===== config.mk =====
export PLATFORM = sky130hd
export DESIGN_NAME = fpu_bus_master
export DESIGN_NICKNAME = d
export VERILOG_FILES = /design/src/rtl/fpu_bus_master.sv
export SDC_FILE = /design/constraint.sdc
export NUM_CORES = 1
export LEC_CHECK = 0
export ABC_AREA = 1
export BUFFER_PORTS_ARGS = -buffer_cell sky130_fd_sc_hd__buf_2
export CORE_UTILIZATION = 45
export DETAILED_ROUTE_END_ITERATION = 10
export GPL_TIMING_DRIVEN = 1
export PLACE_DENSITY = 0.8
export SLEW_MARGIN = 20
export SYNTH_ARGS = -nofsm -noshare
export SYNTH_HDL_FRONTEND = slang
export SYNTH_SLANG_ARGS = --single-unit

===== constraint.sdc =====
create_clock -name clk -period 4.6 [get_ports clk]
set_clock_uncertainty 0.2 [all_clocks]
set_input_delay 0 -clock clk [delete_from_list [all_inputs] [get_ports clk]]
set_output_delay 0 -clock clk [all_outputs]
set_load 0.005 [all_outputs]

===== src/rtl/fpu_bus_master.sv =====
// Host-side bus master for a byte-wide FPU: writes two 32-bit operands and an opcode,
// waits for end-of-command (bounded by a timeout), reads back a 32-bit result, then acks.
module fpu_bus_master #(
    parameter int STROBE_CYCLES = 1,
    parameter int TIMEOUT       = 255
) (
    input  logic        clk,
    input  logic        arst,
    input  logic        start,
    input  logic [31:0] op_a,
    input  logic [31:0] op_b,
    input  logic [3:0]  op,
    output logic [31:0] result,
    output logic        done,
    output logic        err,
    output logic        busy,
    output logic [5:0]  addr,
    output logic [7:0]  databus_out,
    input  logic [7:0]  databus_in,
    output logic        cs,
    output logic        rd,
    output logic        wr,
    input  logic        cmd_end,
    output logic        end_ack
);

    localparam int SW = $clog2(STROBE_CYCLES + 1);
    localparam int TW = $clog2(TIMEOUT + 1);
    localparam logic [SW-1:0] STRB_LAST = SW'(STROBE_CYCLES - 1);
    localparam logic [TW-1:0] WAIT_LAST = TW'(TIMEOUT - 1);

    localparam logic [3:0] ST_IDLE      = 4'd0;
    localparam logic [3:0] ST_WR_SETUP  = 4'd1;
    localparam logic [3:0] ST_WR_STROBE = 4'd2;
    localparam logic [3:0] ST_WR_HOLD   = 4'd3;
    localparam logic [3:0] ST_WAIT_END  = 4'd4;
    localparam logic [3:0] ST_RD_SETUP  = 4'd5;
    localparam logic [3:0] ST_RD_STROBE = 4'd6;
    localparam logic [3:0] ST_RD_HOLD   = 4'd7;
    localparam logic [3:0] ST_ACK       = 4'd8;
    localparam logic [3:0] ST_DONE      = 4'd9;

    localparam logic [3:0] IDX_LAST_WR  = 4'd8;
    localparam logic [3:0] IDX_FIRST_RD = 4'd9;
    localparam logic [3:0] IDX_LAST_RD  = 4'd12;

    logic [3:0]    state_q, state_d;
    logic [3:0]    idx_q, idx_d;
    logic [SW-1:0] strb_q, strb_d;
    logic [TW-1:0] wait_q, wait_d;
    logic [31:0]   op_a_q, op_a_d;
    logic [31:0]   op_b_q, op_b_d;
    logic [3:0]    op_q, op_d;
    logic [31:0]   result_q, result_d;
    logic          err_q, err_d;
    logic [7:0]    wr_byte;

    // Register index 0..7 maps to operand bytes little-endian; index 8 carries the opcode.
    always_comb begin
        wr_byte = {4'h0, op_q};
        case (idx_q)
            4'd0: wr_byte = op_a_q[7:0];
            4'd1: wr_byte = op_a_q[15:8];
            4'd2: wr_byte = op_a_q[23:16];
            4'd3: wr_byte = op_a_q[31:24];
            4'd4: wr_byte = op_b_q[7:0];
            4'd5: wr_byte = op_b_q[15:8];
            4'd6: wr_byte = op_b_q[23:16];
            4'd7: wr_byte = op_b_q[31:24];
            default: wr_byte = {4'h0, op_q};
        endcase
    end

    always_comb begin
        state_d  = state_q;
        idx_d    = idx_q;
        strb_d   = strb_q;
        wait_d   = wait_q;
        op_a_d   = op_a_q;
        op_b_d   = op_b_q;
        op_d     = op_q;
        result_d = result_q;
        err_d    = err_q;
        case (state_q)
            ST_IDLE: begin
                if (start) begin
                    op_a_d  = op_a;
                    op_b_d  = op_b;
                    op_d    = op;
                    err_d   = 1'b0;
                    idx_d   = 4'd0;
                    state_d = ST_WR_SETUP;
                end
            end
            ST_WR_SETUP: begin
                strb_d  = '0;
                state_d = ST_WR_STROBE;
            end
            ST_WR_STROBE: begin
                if (strb_q == STRB_LAST) begin
                    strb_d  = '0;
                    state_d = ST_WR_HOLD;
                end else begin
                    strb_d = strb_q + 1'b1;
                end
            end
            ST_WR_HOLD: begin
                if (idx_q == IDX_LAST_WR) begin
                    wait_d  = '0;
                    state_d = ST_WAIT_END;
                end else begin
                    idx_d   = idx_q + 4'd1;
                    state_d = ST_WR_SETUP;
                end
            end
            ST_WAIT_END: begin
                // cmd_end wins over the timeout on the final allowed cycle.
                if (cmd_end) begin
                    idx_d   = IDX_FIRST_RD;
                    state_d = ST_RD_SETUP;
                end else if (wait_q == WAIT_LAST) begin
                    err_d   = 1'b1;
                    state_d = ST_ACK;
                end else begin
                    wait_d = wait_q + 1'b1;
                end
            end
            ST_RD_SETUP: begin
                strb_d  = '0;
                state_d = ST_RD_STROBE;
            end
            ST_RD_STROBE: begin
                if (strb_q == STRB_LAST) begin
                    strb_d  = '0;
                    state_d = ST_RD_HOLD;
                    case (idx_q)
                        4'd9:    result_d[7:0]   = databus_in;
                        4'd10:   result_d[15:8]  = databus_in;
                        4'd11:   result_d[23:16] = databus_in;
                        default: result_d[31:24] = databus_in;
                    endcase
                end else begin
                    strb_d = strb_q + 1'b1;
                end
            end
            ST_RD_HOLD: begin
                if (idx_q == IDX_LAST_RD) begin
                    state_d = ST_ACK;
                end else begin
                    idx_d   = idx_q + 4'd1;
                    state_d = ST_RD_SETUP;
                end
            end
            ST_ACK:  state_d = ST_DONE;
            ST_DONE: state_d = ST_IDLE;
            default: state_d = ST_IDLE;
        endcase
    end

    always_ff @(posedge clk or posedge arst) begin
        if (arst) begin
            state_q  <= ST_IDLE;
            idx_q    <= '0;
            strb_q   <= '0;
            wait_q   <= '0;
            op_a_q   <= '0;
            op_b_q   <= '0;
            op_q     <= '0;
            result_q <= '0;
            err_q    <= 1'b0;
        end else begin
            state_q  <= state_d;
            idx_q    <= idx_d;
            strb_q   <= strb_d;
            wait_q   <= wait_d;
            op_a_q   <= op_a_d;
            op_b_q   <= op_b_d;
            op_q     <= op_d;
            result_q <= result_d;
            err_q    <= err_d;
        end
    end

    // Bus pins decode straight from registered state so reset takes effect immediately.
    always_comb begin
        cs          = 1'b1;
        rd          = 1'b1;
        wr          = 1'b1;
        addr        = 6'h00;
        databus_out = 8'h00;
        case (state_q)
            ST_WR_SETUP, ST_WR_HOLD: begin
                cs          = 1'b0;
                addr        = {2'b00, idx_q};
                databus_out = wr_byte;
            end
            ST_WR_STROBE: begin
                cs          = 1'b0;
                wr          = 1'b0;
                addr        = {2'b00, idx_q};
                databus_out = wr_byte;
            end
            ST_RD_SETUP, ST_RD_HOLD: begin
                cs   = 1'b0;
                addr = {2'b00, idx_q};
            end
            ST_RD_STROBE: begin
                cs   = 1'b0;
                rd   = 1'b0;
                addr = {2'b00, idx_q};
            end
            default: begin
                cs = 1'b1;
            end
        endcase
    end

    assign end_ack = (state_q == ST_ACK);
    assign done    = (state_q == ST_DONE);
    assign busy    = (state_q != ST_IDLE);
    assign err     = err_q;
    assign result  = result_q;

endmodule

; Word-level counts from Yosys, hierarchy flattened
; Index checks and enable logic that the tools add are counted.
[word_totals]
rom_bits = 0
latchBits = 0
mem_bits_rw = 0
ff_bits = 118
input_bits = 80
mem_count = 0
[op_classes]
n_eq_ne = 33
add_sub_neg = 3
bitwise = 2
n_mux = 29
div_mod_pow = 0
magnitude_cmp = 0
shift = 0
n_reduce_logical = 21
mul = 0
[op_table]
columns = cell, count
row1 = $pmux 8 s8, 1
row2 = $mux 4, 11
row3 = $pmux 4 s9, 1
row4 = $eq 4x3->1 const B, 8
row5 = $mux 8, 4
row6 = $eq 4x4->1 const B, 7
row7 = $ne 2x2->1 const B, 10
row8 = $eq 4x2->1 const B, 4
row9 = $pmux 4 s4, 1
row10 = $pmux 8 s2, 1
row11 = $reduce_and 3->1, 4
row12 = $reduce_and 4->1, 3
row13 = $add 8x1->8 const B, 1
row14 = $eq 4x1->1 const B, 2
row15 = $eq 8x8->1 const B, 1
row16 = $logic_not 4->1, 2
row17 = $reduce_bool 4->1, 2
row18 = $mux 1, 7
row19 = $reduce_bool 2->1, 3
row20 = $reduce_or 3->1, 2
row21 = $reduce_or 6->1, 1
row22 = $reduce_and 5->1, 1
row23 = $add 4x1->4 const B, 1
row24 = $pmux 1 s2, 2
row25 = 6 further kinds, 8

; Logic depth before layout (Yosys ltp)
; Gate-level depths: netlist of the first run.
[logic_depth]
ltp_word = 4
ltp_mapped = 11
depth_no_buf = 10

; Least setup slack after synthesis of the first run
; Ideal clock, no wire load.
[synth_timing]
kind = reg2out
start = register idx_q[1]
end = output databus_out[4]
arrival_time_ns = 1.475
path_stages_with_launch = 10
required_ns = 4.400
setup_slack_ns = 2.925
path_buffers = 1
cell_sequence = dfrtp_1 -> inv_1 -> ha_1 -> buf_2 -> inv_1 -> nor2_1 -> nand2_1 -> nand2_1 -> nor2_1 -> a21oi_1
[synth_via]
elab_chain_len = 3
[synth_rtl]
columns = element, line_no
row1 = start: declaration, 48  ; logic [3:0] idx_q, idx_d;
row2 = start signal: assignment, 173  ; idx_q <= idx_d;
row3 = $eq 4x3->1 (tied with other cells), 61  ; case (idx_q)
row4 = $pmux 8 s8 (*), 61
row5 = $mux 8 (*), 191  ; case (state_q)
row6 = end: declaration, 18  ; output logic [7:0] databus_out,
; Mark *: on every way between the ends. The rest lies on a longest branch, timed or not.

; Worst setup path after layout of the first run
[layout_timing]
start = register state_q[3]
end = register op_a_q[0]
[layout_via]
elab_chain_len = 2
[layout_rtl]
columns = element, line_no
row1 = start: declaration, 47  ; logic [3:0] state_q, state_d;
row2 = start signal: assignment, 172  ; state_q <= state_d;
row3 = $logic_not 4->1, 84  ; case (state_q)
row4 = $reduce_and 2->1 (no line), --
row5 = end signal: assignment, 176  ; op_a_q <= op_a_d;
row6 = end: declaration, 51  ; logic [31:0] op_a_q, op_a_d;
; No other way between the ends.
; A chain may end at the register's enable or synchronous reset.

==> results of run 1 <==
## cells in the mapped netlist, types with 3 or more instances
master / count
sky130_fd_sc_hd__nand2_2: 3
sky130_fd_sc_hd__nand3_4: 3
sky130_fd_sc_hd__nand4_1: 17
sky130_fd_sc_hd__nand3_1: 42
sky130_fd_sc_hd__nor2_2: 4
sky130_fd_sc_hd__inv_2: 5
sky130_fd_sc_hd__inv_1: 43
sky130_fd_sc_hd__buf_4: 8
sky130_fd_sc_hd__nand2_1: 356
sky130_fd_sc_hd__dfrtp_1: 117
sky130_fd_sc_hd__nor2_1: 47
sky130_fd_sc_hd__o21ai_0: 12
sky130_fd_sc_hd__ha_1: 6
sky130_fd_sc_hd__a21oi_1: 10
sky130_fd_sc_hd__o21ai_1: 36
sky130_fd_sc_hd__buf_2: 21
## state kept, by name, summed over array words and instances, names as in the netlist
register / count
op_a_q: 32
op_b_q: 32
result: 32
wait_q: 8
idx_q: 4
op_q: 4
state_q: 4
err: 1
## worst max-delay path: stages (launching register included)
cell	delay (ps)
sky130_fd_sc_hd__dfrtp_1	460
sky130_fd_sc_hd__nor2_2	100
sky130_fd_sc_hd__nand3_2	80
sky130_fd_sc_hd__buf_4	530
sky130_fd_sc_hd__clkinv_2	940
sky130_fd_sc_hd__nand2_1	340
sky130_fd_sc_hd__nand2_1	90
## power groups by stage
stage          clock network [W]  logic (W)  registers (W)
6_report                 0.00138    0.00118        0.00152
5_1_grt                  0.00145    0.00132        0.00155
4_1_cts                  0.00139    0.00115        0.00151
3_5_place_dp                   0    0.00109        0.00152
3_3_place_gp                   0    0.00106        0.00152
2_1_floorplan                  0   0.000780        0.00147
## metal layers
| metal | up-vias | part of all wire |
|---|---|---|
| li1 | 2736 | - |
| met1 | 2620 | 0.42 |
| met2 | 226 | 0.50 |
| met3 | 43 | 0.059 |
| met4 | 0 | 0.029 |
| met5 | - | 0 |
## path summary, 6_finish.rpt
path                            start         end  slack [ps]  depth (start not counted)
max                        state_q[3]   op_a_q[0]        1700                          6
min                          op_a[29]  op_a_q[29]         130                          4
max reg2reg                state_q[3]   op_a_q[0]        1700                          6
min reg2reg                op_a_q[10]  op_a_q[10]         280                          2
max in group asynchronous        arst  op_b_q[10]        2920                          4
min in group asynchronous        arst  result[14]         170                          3
## cells by family (layout without fill, tap and decap cells)
logic type | count (synthesis) | count (layout) | synth area share
AOI/OAI and AO/OA | 60 | 60 | 0.0538
xor gates and xnor gates | 2 | 2 | 0.00307
adders and majority gates | 6 | 6 | 0.0132
buffers and inverters | 80 | 290 | 0.0639
DFF | 117 | 117 | 0.514
other | 1 | 3 | 0.000658
and+or+nand+nor | 480 | 480 | 0.352
## through the flow
stage / setup WS [ps] / instance area, um2 / total power, W / std cells / hold WS (ps)
finish: 1700 / 7820 / 0.00409 / 1126 / 131
global route: 1450 / 7820 / 0.00432 / 1125 / 136
detailed placement: 2000 / 6400 / 0.00261 / 1015 / -1.63
CTS: 1910 / 7820 / 0.00405 / 1125 / 108
global placement: 2080 / 6400 / 0.00258 / 1015 / -3.68
floorplan: 1300 / 5700 / 0.00225 / 747 / -90.4
## area by class of cell
cell class / instances / area (um2)
Tap cell: 168 / 210
Timing Repair Buffer: 211 / 1460
Multi-Input combinational cell: 550 / 2410
Fill cell: 1004 / 4340
Sequential cell: 117 / 2930
Clock buffer: 23 / 508
Inverter: 48 / 184
Clock inverter: 8 / 120
Antenna cell: 1 / 2.50
## timing repair
item	4_1_cts	5_1_grt
hold buffers	79	0
gates resized for setup	0	0
endpoints found under the hold margin	178	0
==> results.txt, run 1 <==
- Leaving out fill and tap cells, the most frequent cell in the layout is sky130_fd_sc_hd__nand2_1.
* Post-route minimum period: a little under 3000 ps
* DR vias: 5625
- Mapped Area: roughly 5700 um2
* Clk pwr share: 0.339
* Synth unique cells: 27
* CTS tree: yes
- Largest cells by area after synthesis: sky130_fd_sc_hd__dfrtp_1 (51%), sky130_fd_sc_hd__nand2_1 (23%), sky130_fd_sc_hd__nand3_1 (3.7%)
- For this run, the top clock speed supported by timing is 0.344 GHz.
* Post-CTS setup buffer count: 0
* Worst-skew pair later-pin latency: 400 ps
* Data required time of the critical path: roughly 4700 ps
- After detailed routing, the number of vias per cell comes to 5.00.
- The die is 115 um tall.
* Worst slew pin tran: slightly below 1000 ps
- The region available for standard cell placement spans 12200 um2.
- Dpl hpwl: 9.83 mm
- The initial antenna violation count was 0.
* Routing usage on met2: 0.429
- In the global route stage, overall resource usage came out at 0.263.
- P&R area growth vs syn: 37.3%
- The worst setup path is launched from a register.
- Number of enable-type register cells in the synthesized netlist: 0
- Number of global-route vias before repair: ~5500
- In the layout the commonest cells are sky130_fd_sc_hd__nand2_1 (356), sky130_fd_sc_hd__buf_2 (130), sky130_fd_sc_hd__dfrtp_1 (117).
- The number of max-slew violations in the final report is 0.
* Count of buffers inserted at the top-level ports: between 100 and 150
- Busiest layer in global routing: met2
* Share of the cycle needed by the critical path after routing: 0.631
* Pin count of the biggest net entering global routing: 76
- After clock tree synthesis, the clock-pin slew on the worst setup and hold paths is 60 ps.
* Number of maximum-capacitance violations: 0
- Setup repair after global routing left no endpoint under its margin.
- Dominant synthesized flop cell: sky130_fd_sc_hd__dfrtp_1
- DRT antenna net count: 0
* Slew headroom: 0.353
- The longest clock path from root to sink contains 2 buffers.
- Total power divided by cell area: 522 nW/um2
* Sort of element at the end of the critical path: register
- # IOs: approximately 130
* Switching power share of the total: 0.341
- Cell type with the largest total area after synthesis: sky130_fd_sc_hd__dfrtp_1
* Share of the synthesized area in the top cell type: 0.514
- Syn Inst Count: 746
- Register bit total from synthesis: 117
- Of all flip-flops after synthesis, the portion carrying an async set or reset was 1.00.
- Wire length per cell after detailed routing: between 10 and 15 um
- Once layout is complete, the utilization of the core stands at 0.643.
* Max H-tree Level: 4
* Final wirelength: around 16 mm
- The share of total power dissipated in sequential elements is 0.373.
* Initial drt markers: 466
- DRC violation count after routing: 0
- In this run the horizontal extent of the chip is 115 um.
- Final net count: 1031
* TritonCTS Buffers: 17
- The worst hold path belongs to the class in -> reg.
- Setup violations remaining at the end of the flow were counted as 0.
- Cell internal power was estimated by the tool at approximately 0.0027 W.
- The floorplan step defined a die boundary enclosing 13100 um2.
- Each instance of the synthesized netlist takes up on average ~7.6 um2.
* Leakage power total: 4.19 nW
- Of the total power, combinational logic draws 0.288.
* Fraction of the yosys area taken by sequential cells: 0.514
- Outcome: finished, final reports clean
- For met3 alone, demand over resource in global routing was 0.0513.
- Endpoints failing hold: 0
- The initialized floorplan defines 40 standard-cell rows.
- The initial utilization of the core area, before any placement, comes to 0.469.
- At the worst endpoint, the arrival time is 2980 ps.
* Crit Path Max Fanout: between 70 and 80
- The total overflow left after global routing is 0.
- Of the cells placed in the final design, the portion with a size suffix greater than 1 is 0.193.
- For met1 alone, demand over resource in global routing was 0.339.
- Clock tree synthesis selected as its root buffer the cell sky130_fd_sc_hd__clkbuf_16.
- Setup total negative slack on the finished layout was measured at 0 ps.
- Critical path class: reg -> reg
* Last weighted congestion value of the routability-driven placer: 0.937
- Across the VDD grid, the largest voltage drop is 0.238 mV.
* Yosys warning count: 0
- The first global-routing pass estimated 26.4 mm of wire.
- Counting every sink on the clock net gives 117.
* Detailed-router iteration count before antenna repair: 6
- Switching power: 0.00139 W
Power figures use the tool's default switching activity.
==> run 2: changes to the inputs <==
--- a/config.mk
+++ b/config.mk
@@ -5,12 +5,12 @@
 export SDC_FILE = /design/constraint.sdc
 export NUM_CORES = 1
 export LEC_CHECK = 0
-export ABC_AREA = 1
+export ABC_AREA = 0
 export BUFFER_PORTS_ARGS = -buffer_cell sky130_fd_sc_hd__buf_2
 export CORE_UTILIZATION = 45
 export DETAILED_ROUTE_END_ITERATION = 10
 export GPL_TIMING_DRIVEN = 1
-export PLACE_DENSITY = 0.8
+export PLACE_DENSITY = 0.83
 export SLEW_MARGIN = 20
 export SYNTH_ARGS = -nofsm -noshare
 export SYNTH_HDL_FRONTEND = slang
==> constraint.sdc (replaced) <==
create_clock -name clk -period 2.5 [get_ports clk]
set_clock_uncertainty 0.2 [all_clocks]
set_input_delay 0 -clock clk [delete_from_list [all_inputs] [get_ports clk]]
set_output_delay 0 -clock clk [all_outputs]
set_load 0.005 [all_outputs]
==> results.txt, run 2 <==
- The final layout net count is 748 (was 1031).
* # IOs: 133 (unchanged)
- The count of buffers from port buffering was 130 (unchanged).
* Yosys warning count: 0 (unchanged)
- The layout overhead on the synthesized area was 44.7% (was 37.3%).
- Post-layout utilization of the core: 0.679 (was 0.643)
- Setup repair after global routing missed its margin: true (was false).
- The part of the Yosys area used for sequential elements came to 0.540 (was 0.514).
- The final-layout setup total negative slack is -16.6 ps (was 0 ps).
* Register bit total from synthesis: 117 (unchanged)
* Share of the cycle needed by the critical path after routing: 1.01
- The remaining number of nets flagged by the antenna check after routing came to 0 (unchanged).
- Outcome: finished with violations (was finished, final reports clean)
* Peak Freq: 0.397 GHz
- Slew headroom: 0.490 (was 0.353)
- The leakage dissipation is 3.59 nW (was 4.19 nW).
- Total power divided by cell area: 1180 nW/um2 (was 522 nW/um2)
* Worst hold margin: -7.02 ps (was 131 ps)
- Final setup violation count: 1 (was 0)
- Endpoints failing hold: 13 (was 0)
- Mapped Area: 5420 um2 (was 5700 um2)
- Most frequent standard cell in the layout excluding fill and tap cells: sky130_fd_sc_hd__buf_2 (was sky130_fd_sc_hd__nand2_1)
- The area of the multi-input gates was 2400 um2 (was 2410 um2).
* CTS clk-pin slew, worst paths: 50 ps (was 60 ps)
* Count of standard-cell rows: 39 (was 40)
* Total routing resource utilization after global routing: 0.287 (was 0.263)
* Minimum setup slack in the final design: -16.6 ps (was 1700 ps)
- Count of clock tree sinks: 117 (unchanged)
- The H-tree depth is 4 (unchanged).
- The top cell type by total area after synthesis is sky130_fd_sc_hd__dfrtp_1 (unchanged).
- Violated checks: design-rule violations, negative hold slack, negative setup slack
- The effective utilization at floorplan was 0.469 (about the same).
- The insertion delay of the later-clocked pin in the worst-skew pair is 410 ps (was 400 ps).
* Kind of start point of the critical path: register (unchanged)
* Proportion of layout cells with a drive suffix above 1: 0.394 (was 0.193)
- Number of maximum-capacitance violations: 0 (unchanged)
* Crit Path Max Fanout: 5 (was 72)
- Register cell area after layout: 2930 um2 (unchanged)
- The arrival time of the worst setup path is 2320 ps (was 2980 ps).
- After layout, the minimum clock period comes to around 2500 ps.
* Number of enable-type register cells in the synthesized netlist: 0 (unchanged)
* Worst hold path type: in -> async (was in -> reg)
* Count of filler cells inserted in the layout: 752 (was 1004)
- The number of max-slew violations in the final report is 0 (unchanged).
- Mapped Avg Cell Area: 12.3 um2 (was 7.64 um2)
* Dpl hpwl: 9.52 mm (was 9.83 mm)
- The most frequent cell after synthesis was sky130_fd_sc_hd__dfrtp_1 (was sky130_fd_sc_hd__nand2_1).
- The worst voltage drop across the vdd grid came to 0.575 mV (was 0.238 mV).
- CTS tree: yes (unchanged)
- Critical path class: reg -> out (was reg -> reg)
* Cell type of the slowest stage on the worst timing path: sky130_fd_sc_hd__dfrtp_1 (was sky130_fd_sc_hd__clkinv_2)
- Via density: 5.89 (was 5.00)
* Largest cells by area after synthesis: sky130_fd_sc_hd__dfrtp_1 (54%), sky130_fd_sc_hd__mux2_2 (15%), sky130_fd_sc_hd__mux2_1 (6.4%) (was sky130_fd_sc_hd__dfrtp_1 (51%), sky130_fd_sc_hd__nand2_1 (23%), sky130_fd_sc_hd__nand3_1 (3.7%))
- Core area: 11600 um2 (was 12200 um2)
- The DRC violations left is 5 (was 0).
* Wire length per cell after detailed routing: 21.6 um (was 14.5 um)
- The most used flip-flop cell after synthesis is sky130_fd_sc_hd__dfrtp_1 (unchanged).
- The die boundary height is 112 um (was 115 um).
- Die footprint: 12500 um2 (was 13100 um2)
- Post-CTS setup buffer count: 0 (unchanged)
- Clk Tree Root Cell: sky130_fd_sc_hd__clkbuf_16 (unchanged)
- DR vias: 4816 (was 5625)
* Global-route wire length before repair: 26.9 mm (was 26.4 mm)
* Synth async-reset ratio: 1.00 (unchanged)
- The initial antenna violation count is 0 (unchanged).
- The number of iterations in the first detailed-routing pass came to 8 (was 6).
- Top cell types by occurrence after synthesis: sky130_fd_sc_hd__dfrtp_1 (117), sky130_fd_sc_hd__mux2_2 (73), sky130_fd_sc_hd__mux2_1 (31) (was sky130_fd_sc_hd__nand2_1 (356), sky130_fd_sc_hd__dfrtp_1 (117), sky130_fd_sc_hd__nor2_1 (47))
* Data required time of the critical path: 2300 ps (was 4670 ps)
* Syn Inst Count: 441 (was 746)
* Number of global-route vias before repair: 5012 (was 5470)
- The CTS buffer count came to 17 (unchanged).
- GR Overflow Total: 0 (unchanged)
- Worst slew pin tran: 764 ps (was 971 ps)
- Commonest non-fill, non-tap cells in the layout: sky130_fd_sc_hd__buf_2 (130), sky130_fd_sc_hd__dfrtp_1 (117), sky130_fd_sc_hd__dlygate4sd3_1 (84) (was sky130_fd_sc_hd__nand2_1 (356), sky130_fd_sc_hd__buf_2 (130), sky130_fd_sc_hd__dfrtp_1 (117)).
- Pin count of the biggest net entering global routing: 39 (was 76)
* Synth unique cells: 45 (was 27)
* Last weighted congestion value of the routability-driven placer: 0.879 (was 0.937)
* Worst path cell trace: inv_1, ha_1, nor3_2, a21o_1, nand2_1, a21oi_1, buf_2 (was nor2_2, nand3_2, buf_4, clkinv_2, nand2_1, nand2_1)
- Final wirelength: 17.7 mm (was 16.3 mm)
- The count of antenna diodes in the layout was 0 (was 1).
* Clock buffer depth: 2 (unchanged)
* Share of the synthesized area in the top cell type: 0.540 (was 0.514)
- The number of violations reported at the end of detailed-routing iteration 0 is 444 (was 466).
* Sort of element at the end of the critical path: output port (was register)
- Die Wd: 112 um (was 115 um)
- Worst stage delay on the critical path: 430 ps (was 940 ps)
[run 2: cell types whose count changed in the layout (fill, tap and decap cells not counted), moves of 15 or more]
cell                      before  now
sky130_fd_sc_hd__o21ai_1      36    2
sky130_fd_sc_hd__a22oi_1       0   27
sky130_fd_sc_hd__nor2_1       47   18
sky130_fd_sc_hd__mux2_1        0   31
sky130_fd_sc_hd__inv_1        42   11
sky130_fd_sc_hd__nand2_1     356   27
sky130_fd_sc_hd__mux2_2        0   73
sky130_fd_sc_hd__nand4_1      17    2
sky130_fd_sc_hd__nand3_1      41   11
[run 2: critical path: cells and delay by family (launching register included)]
kind	cells	cell delay, ps
flip-flops	1	430
AO/OA/AOI/OAI	2	410
adder cells (fa/ha/maj)	1	250
buffers and inverters	2	310
AND/OR/NAND/NOR	2	500
[run 2: worst paths after layout]
check / start / slack (ps) / cells past startpoint / endpoint
setup / recovery: idx_q[1] / -20 / 7 / databus_out[0]
setup reg to reg: state_q[3] / 140 / 4 / op_b_q[8]
hold reg to reg: result[19] / 300 / 1 / result[19]
max in group asynchronous: arst / 1400 / 4 / result[8]
min in group clk: op_b[30] / 140 / 3 / op_b_q[30]
hold / removal: arst / -7 / 3 / result[0]
[run 2: where the power goes]
part	internal (W)	switching [W]	total, W
Combinational	0.00164	0.00179	0.00343
Clock	0.00175	0.000884	0.00263
Sequential	0.00263	0.000589	0.00322
Total	0.00601	0.00326	0.00927
[run 2: cell type report]
type / instances / area share
sequential: 117 / 0.373
multi-input combinational: 285 / 0.305
timing repair buffer: 229 / 0.211
clock buffer: 20 / 0.0595
tap: 143 / 0.0228
clock inverter: 12 / 0.0223
inverter: 12 / 0.00622
[run 2: cells by family after synthesis]
group	synth area share
other	0.000692
and+or+nand+nor	0.0824
AOI/OAI and AO/OA	0.0976
xor gates and xnor gates	0.00162
DFF	0.540
buffers and inverters	0.0314
muxes	0.233
adders and majority gates	0.0138
[run 2: per-stage QoR]
stage | hold slack [ps] | std cells | setup slack [ps] | area (um2) | power (W)
after floorplan | -68.3 | 442 | 365 | 5430 | 0.00491
after global placement | -130 | 702 | 374 | 6300 | 0.00576
after detailed placement | -122 | 702 | 257 | 6300 | 0.00595
after CTS | 4.04 | 818 | 25.2 | 7780 | 0.00880
after global routing | 40.9 | 818 | -179 | 7850 | 0.00965
final | -7.02 | 818 | -16.6 | 7850 | 0.00927
[run 2: layer usage]
layer	track usage	vias up	part of all wire
met5	0	-	0
met4	0.205	0	0.066
met3	0.0648	98	0.066
met2	0.481	311	0.49
met1	0.323	2358	0.38
li1	-	2049	-
[run 2: timing repair]
item,4_1_cts,5_1_grt
hold buffers,84,0
gates resized for setup,1,14
hold endpoints to repair,223,0
endpoints found under the setup margin,4,8
cloned,0,0
